[src/rtl/ring_resp_pkg.sv]
// Shared definitions for the ring responder: state encoding, default
// parameters and small state-classification helpers.
package ring_resp_pkg;

   typedef enum logic [2:0] {
      ST_IDLE  = 3'd0,
      ST_RECV  = 3'd1,
      ST_READY = 3'd2,
      ST_ACK   = 3'd3,
      ST_DONE  = 3'd4,
      ST_FAIL  = 3'd5
   } state_e;

   localparam int K_DEF         = 32;
   localparam int MAX_WAIT_DEF  = 8;
   localparam int MAX_LOSS_DEF  = 3;
   localparam int MAX_RETRY_DEF = 2;

   // DONE and FAIL only leave on reset
   function automatic logic is_sticky(state_e s);
      return (s == ST_DONE) || (s == ST_FAIL);
   endfunction

   // An ack decision is only legal while the token waits at the responder
   function automatic logic ack_forbidden(state_e s);
      return (s == ST_IDLE) || (s == ST_RECV) || (s == ST_ACK);
   endfunction

endpackage

[src/rtl/ring_hop_ctr.sv]
// Hop position counter for a token on the ring. Clear wins over
// everything; hold stalls an increment; the count saturates at K-1.
module ring_hop_ctr #(
   parameter  int K  = 32,
   localparam int HW = $clog2(K)
) (
   input  logic          clk,
   input  logic          reset_n,
   input  logic          clr,
   input  logic          hold,
   input  logic          inc,
   output logic [HW-1:0] hop,
   output logic          at_last
);

   localparam logic [HW-1:0] HOP_MAX = HW'(K - 1);
   localparam logic [HW-1:0] HOP_PEN = HW'(K - 2);

   logic [HW-1:0] hop_q;
   logic [HW-1:0] hop_d;

   // Next hop value: clear, else saturating stall-able increment
   always_comb begin
      hop_d = hop_q;
      if (clr) begin
         hop_d = '0;
      end else if (inc && !hold && (hop_q != HOP_MAX)) begin
         hop_d = hop_q + 1'b1;
      end
   end

   // Hop register with synchronous active-low reset
   always_ff @(posedge clk) begin
      if (!reset_n) begin
         hop_q <= '0;
      end else begin
         hop_q <= hop_d;
      end
   end

   assign hop     = hop_q;
   assign at_last = (hop_q == HOP_PEN);

endmodule

[src/rtl/ring_resp.sv]
// Responder end of the ring request protocol: follows the request token
// to the responder, waits for the ack decision, then follows the ack
// back around the ring with loss-triggered retransmission.
module ring_resp
   import ring_resp_pkg::*;
#(
   parameter  int K         = K_DEF,
   parameter  int MAX_WAIT  = MAX_WAIT_DEF,
   parameter  int MAX_LOSS  = MAX_LOSS_DEF,
   parameter  int MAX_RETRY = MAX_RETRY_DEF,
   localparam int HW        = $clog2(K)
) (
   input  logic          clk,
   input  logic          reset_n,
   input  logic          req_in,
   input  logic          loss,
   input  logic          abort,
   input  logic          controllable_ack,
   output logic          ack_out,
   output logic [HW-1:0] hop,
   output logic          error,
   output logic          objective
);

   localparam int WW = $clog2(MAX_WAIT + 1);
   localparam int LW = $clog2(MAX_LOSS + 1);
   localparam int RW = $clog2(MAX_RETRY + 1);

   localparam logic [WW-1:0] WAIT_LIM  = WW'(MAX_WAIT);
   localparam logic [LW-1:0] LOSS_LIM  = LW'(MAX_LOSS);
   localparam logic [LW-1:0] LOSS_PRE  = LW'(MAX_LOSS - 1);
   localparam logic [RW-1:0] RETRY_LIM = RW'(MAX_RETRY);

   state_e        state_q, state_d;
   logic [WW-1:0] wait_q,  wait_d;
   logic [LW-1:0] loss_q,  loss_d;
   logic [RW-1:0] retry_q, retry_d;
   logic          ack_q,   ack_d;

   logic hop_clr;
   logic hop_inc;
   logic hop_at_last;

   ring_hop_ctr #(.K(K)) u_hop (
      .clk     (clk),
      .reset_n (reset_n),
      .clr     (hop_clr),
      .hold    (loss),
      .inc     (hop_inc),
      .hop     (hop),
      .at_last (hop_at_last)
   );

   // State and counter registers; ack_out is registered so it only moves on the edge
   always_ff @(posedge clk) begin
      if (!reset_n) begin
         state_q <= ST_IDLE;
         wait_q  <= '0;
         loss_q  <= '0;
         retry_q <= '0;
         ack_q   <= 1'b0;
      end else begin
         state_q <= state_d;
         wait_q  <= wait_d;
         loss_q  <= loss_d;
         retry_q <= retry_d;
         ack_q   <= ack_d;
      end
   end

   // Next state: sticky > premature ack > abort > per-state advance/loss handling
   always_comb begin
      state_d = state_q;
      wait_d  = wait_q;
      loss_d  = loss_q;
      retry_d = retry_q;
      ack_d   = 1'b0;
      hop_clr = 1'b0;
      hop_inc = 1'b0;
      if (is_sticky(state_q)) begin
         state_d = state_q;
      end else if (controllable_ack && ack_forbidden(state_q)) begin
         state_d = ST_FAIL;
      end else if (abort && (state_q != ST_IDLE)) begin
         state_d = ST_IDLE;
         hop_clr = 1'b1;
         wait_d  = '0;
         loss_d  = '0;
         retry_d = '0;
      end else begin
         case (state_q)
            ST_IDLE: begin
               if (req_in && !loss) begin
                  state_d = ST_RECV;
                  hop_inc = 1'b1;
               end
            end
            ST_RECV: begin
               if (!loss) begin
                  hop_inc = 1'b1;
                  if (hop_at_last) state_d = ST_READY;
               end
            end
            ST_READY: begin
               // loss has no effect here: the token is parked at the responder
               if (controllable_ack) begin
                  state_d = ST_ACK;
                  hop_clr = 1'b1;
                  ack_d   = 1'b1;
                  wait_d  = '0;
               end else begin
                  wait_d = wait_q + 1'b1;
                  if (wait_d == WAIT_LIM) state_d = ST_FAIL;
               end
            end
            ST_ACK: begin
               if (!loss) begin
                  hop_inc = 1'b1;
                  loss_d  = '0;
                  if (hop_at_last) state_d = ST_DONE;
               end else if (loss_q == LOSS_PRE) begin
                  if (retry_q == RETRY_LIM) begin
                     state_d = ST_FAIL;
                     loss_d  = LOSS_LIM;
                  end else begin
                     hop_clr = 1'b1;
                     loss_d  = '0;
                     retry_d = retry_q + 1'b1;
                     ack_d   = 1'b1;
                  end
               end else begin
                  loss_d = loss_q + 1'b1;
               end
            end
            default: state_d = state_q;
         endcase
      end
   end

   // Outputs decode registered state only
   always_comb begin
      ack_out   = ack_q;
      error     = (state_q == ST_FAIL);
      objective = (state_q == ST_DONE);
   end

endmodule
[config.mk]
export PLATFORM = sky130hd
export DESIGN_NAME = ring_resp
export DESIGN_NICKNAME = d
export VERILOG_FILES = /design/src/rtl/ring_resp_pkg.sv /design/src/rtl/ring_hop_ctr.sv /design/src/rtl/ring_resp.sv
export SDC_FILE = /design/constraint.sdc
export NUM_CORES = 1
export LEC_CHECK = 0
export CORE_AREA = 10 10 68 59
export DETAILED_ROUTE_END_ITERATION = 10
export DIE_AREA = 0 0 78 69
export SLEW_MARGIN = 20
export SYNTH_ARGS = -nofsm -noshare
export SYNTH_HDL_FRONTEND = slang
export SYNTH_SLANG_ARGS = --single-unit
[constraint.sdc]
create_clock -name clk -period 5.4 [get_ports clk]
set_clock_uncertainty 0.1 [all_clocks]
set_input_delay 1.62 -clock clk [delete_from_list [all_inputs] [get_ports clk]]
set_output_delay 1.62 -clock clk [all_outputs]
set_load 0.1 [all_outputs]
Word-level counts from Yosys, hierarchy flattened. Cells that the tools add are included.

Bits in registers: 17.

Reductions and logical operators: 23. Bitwise logic cells: 3. Add/sub/neg operators: 4. Equal/unequal tests: 18. Muxes and demuxes: 39.

Operators with widths (count): 3-bit 2-to-1 mux (11); 2-bit 2-to-1 mux (10); 1-bit 2-to-1 mux (12); 4-bit 2-to-1 mux (3); 3-bit one-hot mux with 4 select lines (1); 5-bit by 2-bit inequality test with 1-bit output (second input constant) (2); 5-bit inequality test (second input constant) (2); 9-bit AND reduction (1); 4-bit by 2-bit inequality test with 1-bit output (second input constant) (2); 2-bit nonzero test (4); 3-bit by 2-bit equality test with 1-bit output (second input constant) (2); 3-bit equality test (second input constant) (2); 3-bit AND reduction (2); 6-bit AND reduction (1); 6-bit nonzero test (1); 5-bit by 1-bit adder with 5-bit output (second input constant) (1); 5-bit equality test (second input constant) (1); 1-bit logical AND (5); 5-bit by 3-bit inequality test with 1-bit output (second input constant) (1); 2-bit by 1-bit adder with 2-bit output (second input constant) (2); 4-bit by 1-bit adder with 4-bit output (second input constant) (1); 2-bit equality test (second input constant) (2); 4-bit equality test (second input constant) (1); 4-bit by 1-bit inequality test with 1-bit output (second input constant) (1); 10 further kinds (16).

Logic depth before layout (Yosys ltp).
Word-level depth: 9. Mapped depth: 8. Mapped depth without buffers: 8.

Hierarchy. Synthesis repeated with hierarchy kept, for this count alone.

Cell total of the unflattened synthesis: 132. Area, all modules: 1136.1 sq um.

By module, submodules not included: ring_resp (area each 863.3 sq um, times used 1, cells an instance 105, sequential area each 240.2 sq um); ring_hop_ctr (area each 272.8 sq um, times used 1, cells an instance 27, sequential area each 100.1 sq um).

Worst setup path after synthesis. Ideal clock, no wire load.

Kind: register -> output. From: register state_q[1]. To: output port error. Required time: 3.680 ns. Arrival: 2.839 ns. Stages on the path, launching flop included: 4. Path slack: 0.841 ns. Path through: dfxtp_1 buf_6 buf_2 nor3b_1.

Word-level cells in the longest chain between the ends: 1.

Ends and longest elaborated chain: from (decl) (RTL line ring_resp.sv:34) `state_e state_q, state_d;`; from (signal assigned) (RTL line ring_resp.sv:63) `state_q <= state_d;`; 3-bit equality test (RTL line ring_resp.sv:143) `error = (state_q == ST_FAIL);`; to (decl) (RTL line ring_resp.sv:21) `output logic error,`.

Every way passes these cells.

Worst setup path in the final report.
From: register state_q[2]. To: output port error.

Same word-level chain as after synthesis.

==> impl_metrics.csv <==
group,metric,value,unit
clocking,cts_tree,"built",
power,powerDensity,287.8,mW/mm^2
setup_path,required,3.68,ns
grt,grt_usage,0.09557,
yosys,yosysWarningCount,0,
drt,drc,0,
sta,hold_viol,0,
sta,worst_pin_slew,0.9837,ns
power,max-vdd-ir-drop,110.0,uV
clocking,root_buffer,"clkbuf_4",
grt,grt_pass1_wl,4464,um
drt,vias_per_cell,5.468,
yosys,synth_ff_type,"dfxtp_1",
drt,drtAntennaViolNets,0,
placement,placed_area,0.001280,mm^2
power,leakage,0.4732,nW
clocking,clk_path_buf_depth,2,
yosys,syn_inst,143,
yosys,avgSynthCellArea,8.128,um^2
grt,grt_antenna_before_repair,0,
die,die_area,0.005382,mm^2
clocking,clk_pin_slew,0.11,ns
grt,use_met1,0.1364,
grt,gr-usage-met2,0.1342,
sta,slew_headroom,0.3421,
placement,io_buffers,13,
die,die_height,69,um
clocking,post-cts-setup-buffers,0,
placement,dp_hpwl,1926,um
grt,grt_overflow,0,
setup_path,cp-end-kind,"primary output",
grt,grt_max_degree,25,
drt,vias,1039,
sta,final.period_utilization,0.7671,
cells_and_area,layout.cells.most_common,"nor2_1",
cells_and_area,final_cell_mix,"nor2_1 (20), dfxtp_1 (17), clkdlybuf4s50_1 (13), a21oi_1 (9), nand2_1 (7)",
drt,drt_iter0_drc,108,
drt,dr.pass1.iters,4,
grt,grt_busiest_layer,"met1",
clocking,insertion_delay,0.30,ns
run_status,status,"finished, final reports clean",
sta,fin_tns_setup,0,ns
yosys,synth_nets,154,
die,io_pins,14,
clocking,cts-htree-levels,1,
sta,slew_viol_final,0,
die,core,0.002659,mm^2
setup_path,crit_type,"register to primary output",
cells_and_area,drive_gt1_frac,0.05263,
cells_and_area,diodes,0,
flow_run,cap_violations,0,
die,die_x,78,um
setup_path,critPathArrivalTime,2.42,ns
sta,setup_viol,0,
die,rows,17,
sta,fmax,241.4,MHz
placement,place_congestion,0.8490,
cells_and_area,final_area,0.001308,mm^2
sta,fin_crit,4.142,ns
min_path,hold_class,"register to register",
drt,avgRoutedWirePerCell,13.54,um
yosys,seq_area_frac_synth,0.2928,
grt,grt_use_met3,0.03230,
yosys,synth_seq_cells,17,
cells_and_area,syn_to_final_growth,12.49,%
sta,rsz0062_at_grt,"no",
clocking,cts.sinks,17,
yosys,synth_area,0.001162,mm^2
yosys,yosysUniqueCellTypes,50,
clocking,post_cts_resized,0,
drt,routed_wl,2572,um
setup_path,startpoint_type,"register",
clocking,numCtsBuffers,3,
cells_and_area,num-nets-final,164,
grt,grt_pass1_vias,995,
clocking,cts_hold_buf,0,
setup_path,crit_path_max_fanout,15,
die,start_util,0.4372,
yosys,synth-async-reset-ratio,0,
yosys,synth-edff-count,0,
## cells in the mapped netlist, drive strengths merged, types with 4 or more instances
| cell type | instances | area share |
|---|---|---|
| inv | 7 | 0.023 |
| o21a | 4 | 0.026 |
| ha | 5 | 0.054 |
| mux2i | 6 | 0.052 |
| buf | 7 | 0.048 |
| o21ai | 6 | 0.026 |
| nor2 | 20 | 0.065 |
| a21oi | 10 | 0.046 |
| nand2 | 7 | 0.023 |
| dfxtp | 17 | 0.29 |
| nor3 | 4 | 0.017 |
## registers in the layout (all words and copies together) (netlist names)
signal	cells
loss_q	2
u_hop.hop	5
wait_q	4
state_q	3
ack_out	1
retry_q	2
## kinds of logic (layout without fill, tap and decap cells)
logic type	Yosys count	count (layout)	share of synthesized area
mux	6	6	0.05167
compound gates	36	36	0.2088
fa+ha+maj	5	5	0.05382
flops	17	17	0.2928
xor+xnor	5	5	0.03768
simple gates	59	59	0.2810
buf+inv	15	24	0.07426
## power breakdown
| group | internal [mW] | switching [mW] | total, mW | leakage [nW] |
|---|---|---|---|---|
| Sequential | 0.136 | 0.0236 | 0.160 | 0.138 |
| Clock | 0.0276 | 0.0426 | 0.0702 | 0.0177 |
| Combinational | 0.0552 | 0.0912 | 0.146 | 0.318 |
## final timing paths
kind                   start          to  slack (ns)  depth (start not counted)
setup reg to reg  state_q[1]  state_q[2]        3.09                          5
hold reg to reg   retry_q[1]  retry_q[1]        0.42                          2
hold / removal    retry_q[1]  retry_q[1]        0.42                          2
setup / recovery  state_q[2]       error        1.26                          3
## layout make-up
type                    instances  area [um^2]
clock inverters                 1        5.005
flip-flops and latches         17        340.3
inverters                       7        26.28
repair buffers                 13        130.1
multi-input cells             111        735.7
clock buffers                   3        22.52
well taps                      38        47.55
fillers                       270         1351
## per-layer routing
| layer | wire length (um) | vias up |
|---|---|---|
| li1 | - | 532 |
| met1 | 1398 | 484 |
| met5 | 0 | - |
| met4 | 12 | 0 |
| met3 | 109 | 2 |
| met2 | 1052 | 21 |
## per-stage QoR
step | hold slack, ns | utilization | total power, mW | std cells | setup WS (ns)
after floorplan | 0.3646 | - | 0.2800 | 143 | 0.8407
after global placement | 0.3807 | 0.4814 | 0.3060 | 186 | 1.605
after detailed placement | 0.3998 | 0.4814 | 0.3089 | 186 | 1.587
after CTS | 0.4270 | 0.4918 | 0.3825 | 190 | 1.227
after global routing | 0.4659 | 0.4918 | 0.4024 | 190 | 1.085
final | 0.4188 | 0.4918 | 0.3763 | 190 | 1.258
## critical path, cell delays in order (launching register included)
cell	delay, ns
dfxtp_1	0.61
inv_1	0.14
nor3b_1	0.20
clkdlybuf4s50_1	1.17
Note: power is estimated with default switching activity, not from simulation.
